## config.mk

```make
export PLATFORM = sky130hd
export DESIGN_NAME = nibble_link_tx_ctrl_flat
export DESIGN_NICKNAME = d
export VERILOG_FILES = /design/src/rtl/nibble_link_tx_ctrl_pkg.sv /design/src/rtl/nibble_link_tx_ctrl_if.sv /design/src/rtl/nibble_link_tx_ctrl_sync_bit.sv /design/src/rtl/nibble_link_tx_ctrl.sv /design/src/flat_wrapper.sv
export SDC_FILE = /design/constraint.sdc
export NUM_CORES = 1
export LEC_CHECK = 0
export CAP_MARGIN = 20
export CORE_MARGIN = 2
export CORE_UTILIZATION = 45
export CTS_BUF_LIST = sky130_fd_sc_hd__clkbuf_8
export DETAILED_ROUTE_END_ITERATION = 10
export PLACE_DENSITY_LB_ADDON = 0.08
export SYNTH_ARGS = -nofsm -noshare
export SYNTH_HDL_FRONTEND = slang
export SYNTH_SLANG_ARGS = --single-unit
```

## constraint.sdc

```tcl
create_clock -name clk_clk -period 2.04 [get_ports clk_clk]
set_clock_uncertainty 0.2 [all_clocks]
set_input_delay 0.204 -clock clk_clk [delete_from_list [all_inputs] [get_ports clk_clk]]
set_output_delay 0.204 -clock clk_clk [all_outputs]
set_load 0.02 [all_outputs]
```

## src/rtl/nibble_link_tx_ctrl_pkg.sv

```systemverilog
// Shared types and helpers for the nibble link controllers (TX here, RX on FPGA2).
package nibble_link_pkg;

  localparam int NIBBLE_W = 4;

  typedef enum logic [1:0] {
    IDLE    = 2'd0,
    SETUP   = 2'd1,
    REQ     = 2'd2,
    RELEASE = 2'd3
  } tx_state_e;

  // Bits needed to hold every value in 0..max_val.
  function automatic int cnt_width(input int max_val);
    return (max_val < 2) ? 1 : $clog2(max_val + 1);
  endfunction

endpackage

```

## src/rtl/nibble_link_tx_ctrl_if.sv

```systemverilog
// Processor-side word handshake plus the 4-bit strobe/ack pin bundle toward FPGA2.
interface nibble_link_tx_if
  import nibble_link_pkg::*;
#(
  parameter int WORD_W = 16
);
  // A word moves when tx_valid && tx_ready at a rising clock edge; tx_valid
  // while tx_ready is low is ignored, nothing is queued.
  logic [WORD_W-1:0]   tx_data;
  logic                tx_valid;
  logic                tx_ready;
  logic [NIBBLE_W-1:0] link_data;
  logic                link_strobe;
  logic                link_ack;
  logic                busy;
  logic                done;
  logic                err;

  modport slave (
    input  tx_data, tx_valid, link_ack,
    output tx_ready, link_data, link_strobe, busy, done, err
  );

  modport master (
    output tx_data, tx_valid, link_ack,
    input  tx_ready, link_data, link_strobe, busy, done, err
  );
endinterface

```

## src/rtl/nibble_link_tx_ctrl_sync_bit.sv

```systemverilog
// Multi-flop synchronizer for a single asynchronous level; shared with the RX side.
module sync_bit #(
  parameter int STAGES = 2
) (
  input  logic clk,
  input  logic rst_n,
  input  logic d,
  output logic q
);
  // Fewer than two flops gives no metastability protection, so clamp upward.
  localparam int S = (STAGES < 2) ? 2 : STAGES;

  logic [S-1:0] ff;

  always_ff @(posedge clk or negedge rst_n) begin
    if (!rst_n) ff <= '0;
    else        ff <= {ff[S-2:0], d};
  end

  assign q = ff[S-1];
endmodule

```

## src/rtl/nibble_link_tx_ctrl.sv

```systemverilog
// Sends one word per accept over the 4-bit strobe/ack link, most significant nibble
// first, with done and sticky-timeout reporting.
module nibble_link_tx_ctrl
  import nibble_link_pkg::*;
#(
  parameter int WORD_W      = 16,
  parameter int ACK_TIMEOUT = 1023,
  parameter int SYNC_STAGES = 2
) (
  input  logic            clk_clk,
  input  logic            reset_reset_n,
  nibble_link_tx_if.slave link,
  output logic [1:0]      state_dbg
);
  localparam int NIBBLES = WORD_W / NIBBLE_W;
  localparam int CNT_W   = cnt_width(NIBBLES);
  localparam int TO_W    = cnt_width(ACK_TIMEOUT);

  localparam logic [CNT_W-1:0] CNT_LOAD = CNT_W'(NIBBLES);
  localparam logic [CNT_W-1:0] CNT_ONE  = CNT_W'(1);
  localparam logic [TO_W-1:0]  TO_LAST  = TO_W'(ACK_TIMEOUT - 1);
  localparam logic [TO_W-1:0]  TO_MAX   = TO_W'(ACK_TIMEOUT);

  localparam logic [1:0] S_IDLE    = 2'(IDLE);
  localparam logic [1:0] S_SETUP   = 2'(SETUP);
  localparam logic [1:0] S_REQ     = 2'(REQ);
  localparam logic [1:0] S_RELEASE = 2'(RELEASE);

  logic [1:0]          state;
  logic [WORD_W-1:0]   shreg;
  logic [CNT_W-1:0]    nib_cnt;
  logic [TO_W-1:0]     to_cnt;
  logic [NIBBLE_W-1:0] data_q;
  logic                strobe_q;
  logic                done_q;
  logic                err_q;
  logic                ack;
  logic                timed_out;

  sync_bit #(.STAGES(SYNC_STAGES)) u_ack_sync (
    .clk   (clk_clk),
    .rst_n (reset_reset_n),
    .d     (link.link_ack),
    .q     (ack)
  );

  // The wait in progress expires on the edge where the counter would reach ACK_TIMEOUT.
  assign timed_out = (to_cnt >= TO_LAST);

  always_ff @(posedge clk_clk or negedge reset_reset_n) begin
    if (!reset_reset_n) begin
      state    <= S_IDLE;
      shreg    <= '0;
      nib_cnt  <= '0;
      to_cnt   <= '0;
      data_q   <= '0;
      strobe_q <= 1'b0;
      done_q   <= 1'b0;
      err_q    <= 1'b0;
    end else begin
      if (to_cnt != TO_MAX) to_cnt <= to_cnt + 1'b1;
      case (state)
        S_IDLE: begin
          if (link.tx_valid) begin
            shreg   <= link.tx_data;
            nib_cnt <= CNT_LOAD;
            done_q  <= 1'b0;
            err_q   <= 1'b0;
            to_cnt  <= '0;
            state   <= S_SETUP;
          end
        end
        S_SETUP: begin
          // Present the nibble for at least one cycle and only after any stale ack is gone.
          data_q <= shreg[WORD_W-1 -: NIBBLE_W];
          if (!ack && to_cnt != '0) begin
            strobe_q <= 1'b1;
            to_cnt   <= '0;
            state    <= S_REQ;
          end else if (timed_out) begin
            data_q <= '0;
            err_q  <= 1'b1;
            to_cnt <= '0;
            state  <= S_IDLE;
          end
        end
        S_REQ: begin
          if (ack) begin
            strobe_q <= 1'b0;
            to_cnt   <= '0;
            state    <= S_RELEASE;
          end else if (timed_out) begin
            strobe_q <= 1'b0;
            data_q   <= '0;
            err_q    <= 1'b1;
            to_cnt   <= '0;
            state    <= S_IDLE;
          end
        end
        default: begin
          if (!ack) begin
            shreg   <= shreg << NIBBLE_W;
            nib_cnt <= nib_cnt - 1'b1;
            to_cnt  <= '0;
            if (nib_cnt == CNT_ONE) begin
              done_q <= 1'b1;
              state  <= S_IDLE;
            end else begin
              state  <= S_SETUP;
            end
          end else if (timed_out) begin
            data_q <= '0;
            err_q  <= 1'b1;
            to_cnt <= '0;
            state  <= S_IDLE;
          end
        end
      endcase
    end
  end

  assign link.tx_ready    = (state == S_IDLE);
  assign link.busy        = (state != S_IDLE);
  assign link.link_data   = data_q;
  assign link.link_strobe = strobe_q;
  assign link.done        = done_q;
  assign link.err         = err_q;
  assign state_dbg        = state;
endmodule

```

## src/flat_wrapper.sv

```systemverilog
// flat-port wrapper written by rule: the top's interface ports become plain ports
module nibble_link_tx_ctrl_flat import nibble_link_pkg::*;
#(
  parameter int WORD_W      = 16,
  parameter int ACK_TIMEOUT = 1023,
  parameter int SYNC_STAGES = 2
)
  (clk_clk, reset_reset_n, state_dbg, link_tx_data, link_tx_valid, link_link_ack, link_tx_ready, link_link_data, link_link_strobe, link_busy, link_done, link_err);
  nibble_link_tx_if #(.WORD_W(WORD_W)) link_i ();
  input  logic clk_clk;
  input  logic reset_reset_n;
  output logic [1:0] state_dbg;
  input wire logic [$bits(link_i.tx_data)-1:0] link_tx_data;
  input wire logic [$bits(link_i.tx_valid)-1:0] link_tx_valid;
  input wire logic [$bits(link_i.link_ack)-1:0] link_link_ack;
  output wire logic [$bits(link_i.tx_ready)-1:0] link_tx_ready;
  output wire logic [$bits(link_i.link_data)-1:0] link_link_data;
  output wire logic [$bits(link_i.link_strobe)-1:0] link_link_strobe;
  output wire logic [$bits(link_i.busy)-1:0] link_busy;
  output wire logic [$bits(link_i.done)-1:0] link_done;
  output wire logic [$bits(link_i.err)-1:0] link_err;
  assign link_i.tx_data = link_tx_data;
  assign link_i.tx_valid = link_tx_valid;
  assign link_i.link_ack = link_link_ack;
  assign link_tx_ready = link_i.tx_ready;
  assign link_link_data = link_i.link_data;
  assign link_link_strobe = link_i.link_strobe;
  assign link_busy = link_i.busy;
  assign link_done = link_i.done;
  assign link_err = link_i.err;
  nibble_link_tx_ctrl #(.WORD_W(WORD_W), .ACK_TIMEOUT(ACK_TIMEOUT), .SYNC_STAGES(SYNC_STAGES)) u_core (.clk_clk(clk_clk), .reset_reset_n(reset_reset_n), .link(link_i), .state_dbg(state_dbg));
endmodule
```

After elaboration in Yosys (flattened, before gate mapping)
Index checks and enable logic that the tools add are counted.
Widths: inputs -> output; s select.
{"block": "op_classes", "bitwise": 2, "order_cmp": 1, "muxes": 39, "n_eq_ne": 10, "n_reduce_logical": 15, "n_addsub": 2}
{"op": "$mux 10", "n": 6}
{"op": "$mux 16", "n": 2}
{"op": "$pmux 16 s2", "n": 1}
{"op": "$pmux 10 s3", "n": 1}
{"op": "$mux 4", "n": 5}
{"op": "$pmux 4 s3", "n": 1}
{"op": "$mux 1", "n": 11}
{"op": "$add 10x1->10 const B", "n": 1}
{"op": "$ge 10x10->1 const B", "n": 1}
{"op": "$mux 2", "n": 5}
{"op": "$ne 10x10->1 const B", "n": 1}
{"op": "$reduce_bool 10->1", "n": 1}
{"op": "$reduce_and 3->1", "n": 3}
{"op": "$ne 2x2->1 const B", "n": 4}
{"op": "$reduce_and 4->1", "n": 2}
{"op": "$mux 3", "n": 2}
{"op": "$pmux 2 s3", "n": 1}
{"op": "$pmux 3 s2", "n": 1}
{"op": "$reduce_bool 2->1", "n": 3}
{"op": "$pmux 1 s2", "n": 2}
{"op": "$reduce_bool 4->1", "n": 1}
{"op": "$eq 3x1->1 const B", "n": 1}
{"op": "$ne 3x2->1 const B", "n": 1}
{"op": "$pmux 1 s3", "n": 1}
{"op": "other kinds (10)", "n": 11}
{"block": "word_totals", "wordCells": 78, "register_bits": 40, "inputBits": 20}

Logic depth before layout (Yosys ltp)
{"block": "depth", "ltp_word": 5, "depth_mapped": 8, "depth_no_buf": 6}

Hierarchy
From an unflattened synthesis, not the netlist that was laid out.
{"block": "unflattened", "cells_unflattened": 220, "area_unflattened_um2": 2179.6}
{"module": "nibble_link_tx_ctrl", "cells_per_inst": 218, "instances": 1, "area_each_um2": 2129.5, "seq_area_each_um2": 950.9}
{"module": "sync_bit", "cells_per_inst": 2, "instances": 1, "area_each_um2": 50.0, "seq_area_each_um2": 50.0}

Least setup slack after synthesis
Ideal clock, no wire load.
{"block": "synth_path", "kind": "register to register", "start": "register u_core.state[1] (netlist: u_core.state_dbg[1])", "end": "register u_core.shreg[3]", "required_ns": 1.763, "slack_ns": -0.466, "arrival_time_ns": 2.229, "stages_incl_launch_ff": 9, "path_cell_list": "dfrtp_1 > inv_1 > ha_1 > clkbuf_1 > inv_1 > a211oi_2 > clkbuf_1 > nand3_1 > o21ai_1"}
{"block": "synth_via", "elab_cells_between_ends": 9, "cone_classes": "eq/ne: 4; mux: 1; bitwise: 1; reduce/logical: 3"}
{"item": "start, declared", "line": "nibble_link_tx_ctrl.sv:29", "text": "logic [1:0] state;"}
{"item": "start signal, assigned", "line": "nibble_link_tx_ctrl.sv:52", "text": "state <= S_IDLE;"}
{"item": "start signal, assigned", "line": "nibble_link_tx_ctrl.sv:70", "text": "state <= S_SETUP;"}
{"item": "start signal, assigned", "line": "nibble_link_tx_ctrl.sv:79", "text": "state <= S_REQ;"}
{"item": "$logic_not 2->1 (*)"}
{"item": "named net link_tx_ready", "line": "flat_wrapper.sv:16", "text": "output wire logic [$bits(link_i.tx_ready)-1:0] link_tx_ready;"}
{"item": "$ne 2x2->1 (no line)"}
{"item": "$reduce_and 3->1 (no line)"}
{"item": "end signal, assigned", "line": "nibble_link_tx_ctrl.sv:65", "text": "shreg <= link.tx_data;"}
{"item": "end signal, assigned", "line": "nibble_link_tx_ctrl.sv:102", "text": "shreg <= shreg << NIBBLE_W;"}
{"item": "end, declared", "line": "nibble_link_tx_ctrl.sv:30", "text": "logic [WORD_W-1:0] shreg;"}
Mark *: on every way through the listed nets, which the timed path passes. The rest lies on a longest branch.
A chain may end at the register's enable or synchronous reset.

Worst setup path after layout
{"block": "layout_path", "start": "register u_core.to_cnt[1]", "end": "register u_core.to_cnt[5]"}
{"block": "layout_via", "elab_chain_len": 5, "elab_cells_between_ends": 12, "cone_classes": "add/sub: 1; order compare: 1; eq/ne: 1; mux: 7; reduce/logical: 2"}
{"item": "start, declared", "line": "nibble_link_tx_ctrl.sv:32", "text": "logic [TO_W-1:0] to_cnt;"}
{"item": "start signal, assigned", "line": "nibble_link_tx_ctrl.sv:61", "text": "if (to_cnt != TO_MAX) to_cnt <= to_cnt + 1'b1;"}
{"item": "$add 10x1->10 / $ne 10x10->1 (equally long branches)", "line": "nibble_link_tx_ctrl.sv:61"}
{"item": "$mux 10", "line": "nibble_link_tx_ctrl.sv:61"}
{"item": "$mux 10", "line": "nibble_link_tx_ctrl.sv:80, nibble_link_tx_ctrl.sv:92, nibble_link_tx_ctrl.sv:111"}
{"item": "$mux 10 (on tied branches)", "line": "nibble_link_tx_ctrl.sv:101, nibble_link_tx_ctrl.sv:76, nibble_link_tx_ctrl.sv:88"}
{"item": "$pmux 10 s3 (*)", "line": "nibble_link_tx_ctrl.sv:62", "text": "case (state)"}
Every way passes the cells marked *; elsewhere a longest branch is shown, timed or not.

==> reports/qor.csv <==
metric,value,unit
Layout area overhead,35.2,%
num rows,25,
"setup slack, reg-to-reg",0.05,ns
Worst VDD drop,0.737,mV
height of the die,73.9,µm
Synth area leader,dfrtp_1,
crit path DAT,2.00,ns
Final Net Count,309,
Post-Synthesis Cell Area,0.00220,mm²
post-synthesis async set-or-reset flop share,1.00,
first-pass GRT wire length,7.80,mm
routability cong.,0.847,
Final period util,0.977,
Reg area,0.00100,mm²
final wirelength,4.72,mm
DIE AREA,0.00546,mm²
die span in x,73.9,µm
Hold Slack,0.157,ns
Fmax,502,MHz
Fin. Hold Viols,0,
antenna violations before repair,0,
Via density,5.26,
hold_sp,u_core.u_ack_sync.ff[0],
Final Max Tran Viols,0,
Syn Inst Count,221,
Starting Density,0.465,
share of cells above drive strength 1,0.221,
max_slew headroom,0.665,
Static Leak,1.25,nW
Synth top cells by count,"dfrtp_1 (40), a21oi_1 (27), nor2_1 (21)",
Yosys cell types,45,
final cell count without fillers,348,
RSZ-0062 raised after global routing,yes,
largest net degree at the start of global routing,41,
Synth top area share,0.456,
Placed Cells,337,
Worst-path clk slew,0.08,ns
drt first pass iters,4,
actual slew at the worst max-slew pin,0.503,ns
core area,0.00472,mm²
n_diodes,0,
startpoint types,flop,
pwr dens,1400,mW/mm²
Crit Path Class,reg -> reg,
setup total negative slack,0,ns
Critical Path Start,u_core.to_cnt[1],
yosys warns,0,
root buf cell,clkbuf_8,
via count,1831,
area of the multi-input gates,0.00118,mm²
Post-synth EDFFs,0,
HP Class,reg -> reg,
Max Cap Viol,0,
CTS buffer count,5,
post-layout min period,1.99,ns
worst path required time,2.05,ns
"Clk Latency, worst-skew pair",0.29,ns
status,"complete, no violations",
CTS tree,built,
"Primary FF master, synth",dfrtp_1,
sequential element share of the synthesized area,0.456,
gr ovfl total,0,
Pwr Total,4.16,mW
reg2reg start,u_core.to_cnt[1],
synth top area cells,"dfrtp_1 (46%), mux2i_1 (6.8%), a21oi_1 (6.2%)",
CTS sink count,40,
initial DRC count,121,
Routed WL per cell,13.6,µm
final worst slack,0.0475,ns
GRT Overall Usage,0.187,
post-detail-place hpwl,3.34,mm
deepest clock path buffer count,2,
final setup violation count,0,
residual DRC count,0,
I/O pin count,31,
Syn Nets,250,
Avg Inst Size Synth,9.94,µm²
vias in the first global route,1693,
port bufs,30,
#FFs+latches synth,40,
most common cell in the synthesized netlist,dfrtp_1,
critical path peak fanout,5,
CTS H-Tree Depth,2,
crit end category,flop,
dpl ws,-0.0197,ns
DRT antenna net count,0,
Fillers,404,
-- final cells by class --
class                      instances  area share
clock buffer                       5      0.0232
clock inverter                     3     0.00548
inverter                          13      0.0164
multi-input combinational        157       0.398
sequential                        40       0.338
tap                               67      0.0282
timing repair buffer              63       0.191
-- metrics by stage --
stage | instance area [µm²] | utilization
2_1_floorplan | 2260 | -
3_3_place_gp | 2800 | 0.594
3_5_place_dp | 2800 | 0.594
4_1_cts | 2900 | 0.614
5_1_grt | 2970 | 0.629
6_report | 2970 | 0.629
-- worst max-delay path, cell delays in order, from the launching register on --
cell and delay [ns]:
dfrtp_1 0.40, inv_1 0.07, ha_2 0.16, nor4b_4 0.22, a41oi_2 0.21, a211o_4 0.42
a221oi_2 0.24
-- timing repair --
| action | 4_1_cts | 5_1_grt |
|---|---|---|
| buffers inserted | 0 | 1 |
| hold buffers | 1 | 0 |
| cloned | 0 | 1 |
| gates resized for setup | 3 | 10 |
| setup endpoints to repair | 5 | 15 |
| endpoints found under the hold margin | 40 | 0 |
| pin swaps | 0 | 8 |
-- power breakdown --
group | switching, mW | internal [mW] | total, mW
sequential | 0.178 | 1.09 | 1.27
clock | 0.268 | 0.234 | 0.502
combinational | 1.24 | 1.16 | 2.40
total | 1.68 | 2.48 | 4.16
-- cells by family after synthesis --
kind of cell,count (synthesis),share of synthesized area
compound gates,71,0.225
xor+xnor,2,0.00797
fa+ha+maj,9,0.0513
buf+inv,25,0.0473
flops,40,0.456
mux,15,0.0683
simple gates,59,0.145
-- path summary, 6_finish.rpt --
kind                                                end  cells after the start
worst min register to register  u_core.u_ack_sync.ff[1]                      0
worst max-delay path                   u_core.to_cnt[5]                      6
min in group asynchronous              u_core.to_cnt[3]                      3
worst max register to register         u_core.to_cnt[5]                      6
max in group asynchronous           u_core.state_dbg[1]                      3
worst min-delay path            u_core.u_ack_sync.ff[1]                      0
-- routing by layer --
layer / wire length, µm / up-vias / track usage
li1: - / 932 / -
met1: 2320 / 867 / 0.265
met2: 2240 / 28 / 0.292
met3: 123 / 4 / 0.0398
met4: 31 / 0 / 0.0485
met5: 0 / - / 0
-- layout by cell type (no fill, tap or decap), types with 2 or more instances in the layout --
cell             Yosys  final
a211oi_2             1      4
a21oi_1             27     27
a22o_1               4      4
a22oi_1              2      2
a311oi_1             2      2
a31oi_1              5      5
and2_1               4      4
and3_1               4      4
buf_12               0      2
buf_4                0     30
clkbuf_8             0      5
clkdlybuf4s50_1      0     27
dfrtp_1             40     38
dfrtp_2              0      2
dlygate4sd2_1        0      2
ha_1                 9      6
ha_2                 0      2
inv_1               13     13
inv_2                0      2
mux2i_1             15     15
nand2_1              6      6
nand2b_1             4      4
nand3_1              6      6
nand4_1              3      3
nor2_1              21     21
nor2b_1              2      2
nor3_1               4      4
o211ai_1             3      3
o21ai_0              8      7
o21ai_1              2      3
xnor2_1              2      2
-- registers in the layout, summed over array words and instances (netlist names) --
| name | cells |
|---|---|
| u_core.u_ack_sync.ff | 2 |
| u_core.to_cnt | 10 |
| u_core.nib_cnt | 3 |
| u_core.link.link_strobe | 1 |
| u_core.link.err | 1 |
| u_core.link.done | 1 |
| u_core.shreg | 16 |
| u_core.state_dbg | 2 |
| u_core.link.link_data | 4 |
No activity file was read; power rests on OpenSTA's default activity.
